**src/rtl/switch_event_decoder.sv**
```systemverilog
// Four-channel push-button front end: 2-flop sync, debounce, then per-channel
// press / short / long / release classification with one-cycle event pulses.
module switch_event_decoder #(
  parameter int g_DEBOUNCE_LIMIT = 250000,
  parameter int g_LONG_LIMIT     = 25000000
) (
  input  logic       i_Clk,
  input  logic       i_Rst,
  input  logic [3:0] i_Switch,
  output logic [3:0] o_Level,
  output logic [3:0] o_Press,
  output logic [3:0] o_Release,
  output logic [3:0] o_Short,
  output logic [3:0] o_Long
);

  localparam int DB_W   = $clog2(g_DEBOUNCE_LIMIT);
  localparam int HOLD_W = $clog2(g_LONG_LIMIT);
  localparam logic [DB_W-1:0]   DB_MAX   = DB_W'(g_DEBOUNCE_LIMIT - 1);
  localparam logic [HOLD_W-1:0] HOLD_MAX = HOLD_W'(g_LONG_LIMIT - 1);

  // state    | meaning
  // IDLE     | debounced level low, waiting for a press
  // PRESSED  | level high, hold counter running toward the long threshold
  // HELD     | long event already reported, waiting for the release
  typedef enum logic [1:0] {
    ST_IDLE    = 2'd0,
    ST_PRESSED = 2'd1,
    ST_HELD    = 2'd2
  } state_t;

  logic [3:0]        sync1_q;
  logic [3:0]        sync2_q;
  logic [3:0]        level_q;
  logic [DB_W-1:0]   db_cnt_q [4];
  logic [3:0]        flip_d;
  logic [3:0]        rise_d;
  logic [3:0]        fall_d;

  state_t            state_q [4];
  logic [HOLD_W-1:0] hold_q  [4];
  logic [3:0]        press_q;
  logic [3:0]        release_q;
  logic [3:0]        short_q;
  logic [3:0]        long_q;

  always_ff @(posedge i_Clk or posedge i_Rst) begin
    if (i_Rst) begin
      sync1_q <= '0;
      sync2_q <= '0;
    end else begin
      sync1_q <= i_Switch;
      sync2_q <= sync1_q;
    end
  end

  always_comb begin
    for (int n = 0; n < 4; n++) begin
      flip_d[n] = (sync2_q[n] != level_q[n]) && (db_cnt_q[n] == DB_MAX);
    end
  end

  assign rise_d = flip_d & ~level_q;
  assign fall_d = flip_d & level_q;

  // Any cycle where the synced input agrees with the level restarts the count.
  always_ff @(posedge i_Clk or posedge i_Rst) begin
    if (i_Rst) begin
      level_q <= '0;
      for (int n = 0; n < 4; n++) begin
        db_cnt_q[n] <= '0;
      end
    end else begin
      for (int n = 0; n < 4; n++) begin
        if (sync2_q[n] == level_q[n]) begin
          db_cnt_q[n] <= '0;
        end else if (db_cnt_q[n] == DB_MAX) begin
          db_cnt_q[n] <= '0;
          level_q[n]  <= ~level_q[n];
        end else begin
          db_cnt_q[n] <= db_cnt_q[n] + 1'b1;
        end
      end
    end
  end

  always_ff @(posedge i_Clk or posedge i_Rst) begin
    if (i_Rst) begin
      press_q   <= '0;
      release_q <= '0;
      short_q   <= '0;
      long_q    <= '0;
      for (int n = 0; n < 4; n++) begin
        state_q[n] <= ST_IDLE;
        hold_q[n]  <= '0;
      end
    end else begin
      press_q   <= rise_d;
      release_q <= fall_d;
      short_q   <= '0;
      long_q    <= '0;
      for (int n = 0; n < 4; n++) begin
        case (state_q[n])
          ST_IDLE: begin
            if (rise_d[n]) begin
              state_q[n] <= ST_PRESSED;
              hold_q[n]  <= '0;
            end
          end
          ST_PRESSED: begin
            // A release on the threshold cycle is still reported as short.
            if (fall_d[n]) begin
              state_q[n] <= ST_IDLE;
              short_q[n] <= 1'b1;
            end else if (hold_q[n] == HOLD_MAX) begin
              state_q[n] <= ST_HELD;
              long_q[n]  <= 1'b1;
            end else begin
              hold_q[n] <= hold_q[n] + 1'b1;
            end
          end
          ST_HELD: begin
            if (fall_d[n]) begin
              state_q[n] <= ST_IDLE;
            end
          end
          default: begin
            state_q[n] <= ST_IDLE;
          end
        endcase
      end
    end
  end

  assign o_Level   = level_q;
  assign o_Press   = press_q;
  assign o_Release = release_q;
  assign o_Short   = short_q;
  assign o_Long    = long_q;

endmodule

```
**config.mk**
```make
export PLATFORM = sky130hd
export DESIGN_NAME = switch_event_decoder
export DESIGN_NICKNAME = d
export VERILOG_FILES = /design/src/rtl/switch_event_decoder.sv
export SDC_FILE = /design/constraint.sdc
export NUM_CORES = 1
export LEC_CHECK = 0
export CAP_MARGIN = 20
export CORE_MARGIN = 10
export CORE_UTILIZATION = 45
export CTS_CLUSTER_DIAMETER = 120
export DETAILED_ROUTE_END_ITERATION = 8
export PLACE_DENSITY = 0.62
export SLEW_MARGIN = 20
export SYNTH_ARGS = -nofsm -noshare
export SYNTH_HDL_FRONTEND = slang
export SYNTH_SLANG_ARGS = --single-unit
```
**constraint.sdc**
```tcl
create_clock -name i_Clk -period 9.55 [get_ports i_Clk]
set_clock_uncertainty 0.05 [all_clocks]
set_input_delay 1.4325 -clock i_Clk [delete_from_list [all_inputs] [get_ports i_Clk]]
set_output_delay 1.4325 -clock i_Clk [all_outputs]
set_load 0.01 [all_outputs]
```
==> results.sh <==
export IMPL_track_usage_pct=14.1
export IMPL_die_area_um2=29100
export IMPL_grt_pass1_wl_mm=35.4
export IMPL_cts_num_sinks=208
export IMPL_first_iter_violations=348
export IMPL_hp_class="flop to flop"
export IMPL_cts_setup_buffers=0
export IMPL_cts_root_buf="clkbuf_16"
export IMPL_clk_path_buf_depth=3
export IMPL_ir_drop_uv=115
export IMPL_vias=7551
export IMPL_htree_levels=1
export IMPL_remaining_drc_errors=0
export IMPL_critPathMaxFanout=141
export IMPL_syn_nets=1054
export IMPL_startpoint_type="input port"
export IMPL_ys_warn_count=0
export IMPL_grt_pass1_vias=7393
export IMPL_status="complete, no violations"
export IMPL_synth_most_common_cell="dfrtp_1"
export IMPL_dp_cells=1322
export IMPL_grt_overflow=0
export IMPL_synth_main_ff_cell="dfrtp_1"
export IMPL_grt_max_degree=142
export IMPL_area_growth_pct=13.3
export IMPL_period_needed_ns=2.98
export IMPL_finalPower_mw=1.85
export IMPL_cts_clk_slew_worst_paths_ns=0.05
export IMPL_diodes=0
export IMPL_fmax_mhz=335
export IMPL_synth_top_area_share_pct=50.9
export IMPL_synth_area_leaders="dfrtp_1 (51%), xnor2_1 (7.2%), nor2_1 (5.5%)"
export IMPL_slew_violations=0
export IMPL_postRouteAntennaNets=0
export IMPL_fin_crit_sh_pct=31.3
export IMPL_final_core_util_pct=51.5
export IMPL_vias_per_cell=5.53
export IMPL_p_per_area_nw_per_um2=160
export IMPL_synth_common_cells="dfrtp_1 (208), nor2_1 (150), xnor2_1 (84)"
export IMPL_port_buffers=25
export IMPL_hold_buffers=0
export IMPL_yosysTopAreaCell="dfrtp_1"
export IMPL_stdcell_count=1366
export IMPL_initial_core_util_pct=45.4
export IMPL_gp_congestion=0.811
export IMPL_die_y_um=171
export IMPL_cts_buffers=24
export IMPL_first_pass_iters=5
export IMPL_ys_seq_area_share_pct=50.9
export IMPL_clk_latency_ns=0.51
export IMPL_pin_count=26
export IMPL_hold_path_depth=0
export IMPL_cts_repair_resized=0
export IMPL_p_leak_nw=4.95
export IMPL_required_ns=10.03
export IMPL_synth_edf_count=0
export IMPL_cts_tree="done"
export IMPL_drive_gt1_share_pct=7.22
export IMPL_relSlewSlack_pct=35.4
export IMPL_row_count=55
export IMPL_avgSynthCellArea_um2=9.83
export IMPL_cp_arrival_ns=3.46
export IMPL_fp_dieW_um=171
export IMPL_final_nets=1077
export IMPL_totalNegativeSetupSlack_ns=0
export IMPL_netlist_area_um2=10200
export IMPL_ff2ff_path_depth=5
export IMPL_synth_cells=1040
export IMPL_cp_end_kind="async pin"
export IMPL_wl_per_cell_um=14.8
export IMPL_hold_viol=0
export IMPL_timing_hold_ws_ns=0.296
export IMPL_async_flop_share_pct=100
export IMPL_setup_violations=0
export IMPL_ys_ff_latch=208
export IMPL_crit_type="input port to async pin"
export IMPL_rsz0062_at_grt="no"
export IMPL_grt_antenna_before_repair=0
export IMPL_max_slew_worst_pin_slew_ns=0.962
export IMPL_wl_mm=20.2
export IMPL_dp_hpwl_mm=12.7
export IMPL_maxCapViolations=0
export IMPL_ys_types=53
export IMPL_design_core_area_um2=22500
[final timing paths]
path / startpoint / to / slack (ns)
max: i_Rst / db_cnt_q[38] / 6.57
min: sync1_q[0] / sync2_q[0] / 0.30
max reg2reg: hold_q[81] / hold_q[76] / 6.72
min reg2reg: sync1_q[0] / sync2_q[0] / 0.30
max in group i_Clk: o_Level[0] / o_Level[0] / 6.61
min in group asynchronous: i_Rst / o_Release[2] / 1.46
[worst max-delay path, cell delays in order]
cell,delay (ns)
clkdlybuf4s50_1,0.49
inv_8,0.66
buf_4,0.79
[routing by layer]
layer	wire length, um	global-route usage (%)	vias to the layer above
li1	-	-	3760
met1	9950	19.2	3677
met2	9110	22.6	88
met3	767	2.26	26
met4	327	4.08	0
met5	0	0	-
[per-stage QoR]
| stage | setup slack (ns) | area (um^2) |
|---|---|---|
| final | 6.57 | 11600 |
| after global routing | 6.20 | 11600 |
| after CTS | 6.41 | 11600 |
| after detailed placement | 5.85 | 10800 |
| after global placement | 5.87 | 10800 |
| after floorplan | 2.39 | 10200 |
[flip-flops by register name, indices dropped and copies added, names as in the netlist]
register,count
state_q,8
o_Short,4
sync2_q,4
o_Press,4
o_Level,4
o_Release,4
o_Long,4
hold_q,100
db_cnt_q,72
sync1_q,4
[placed cells by master, fill, tap and decap left out, types with 21 or more instances in the layout]
master,n
or3_1,21
clkbuf_16,25
nor4_1,28
xnor2_1,84
xor2_1,28
a21oi_1,26
nand4_1,46
nor2_1,150
dfrtp_1,208
clkdlybuf4s50_1,25
o21ai_0,21
nor3_1,30
nand3_1,65
and3_1,46
nand2_1,80
[layout make-up]
| cell class | instances | area (um^2) |
|---|---|---|
| Clock inverter | 3 | 65.1 |
| Tap cell | 285 | 357 |
| Inverter | 14 | 60.1 |
| Multi-Input combinational cell | 782 | 4840 |
| Fill cell | 2020 | 10900 |
| Timing Repair Buffer | 33 | 310 |
| Clock buffer | 41 | 746 |
| Sequential cell | 208 | 5200 |
[where the power goes]
part / switching, mW / internal [mW]
Clock: 0.351 / 0.581
Sequential: 0.00367 / 0.887
Combinational: 0.0255 / 0.00678
Total: 0.380 / 1.47
[kinds of logic (layout without fill, tap and decap cells)]
group | after synthesis | in the layout | synth area share, %
AO/OA/AOI/OAI | 80 | 80 | 5.01
buffers and inverters | 50 | 91 | 2.06
XOR/XNOR | 112 | 112 | 9.60
multiplexers | 15 | 15 | 1.52
AND/OR/NAND/NOR | 567 | 567 | 29.9
adder cells (fa/ha/maj) | 8 | 8 | 0.979
flip-flops | 208 | 208 | 50.9
(Power assumes the default switching activity.)
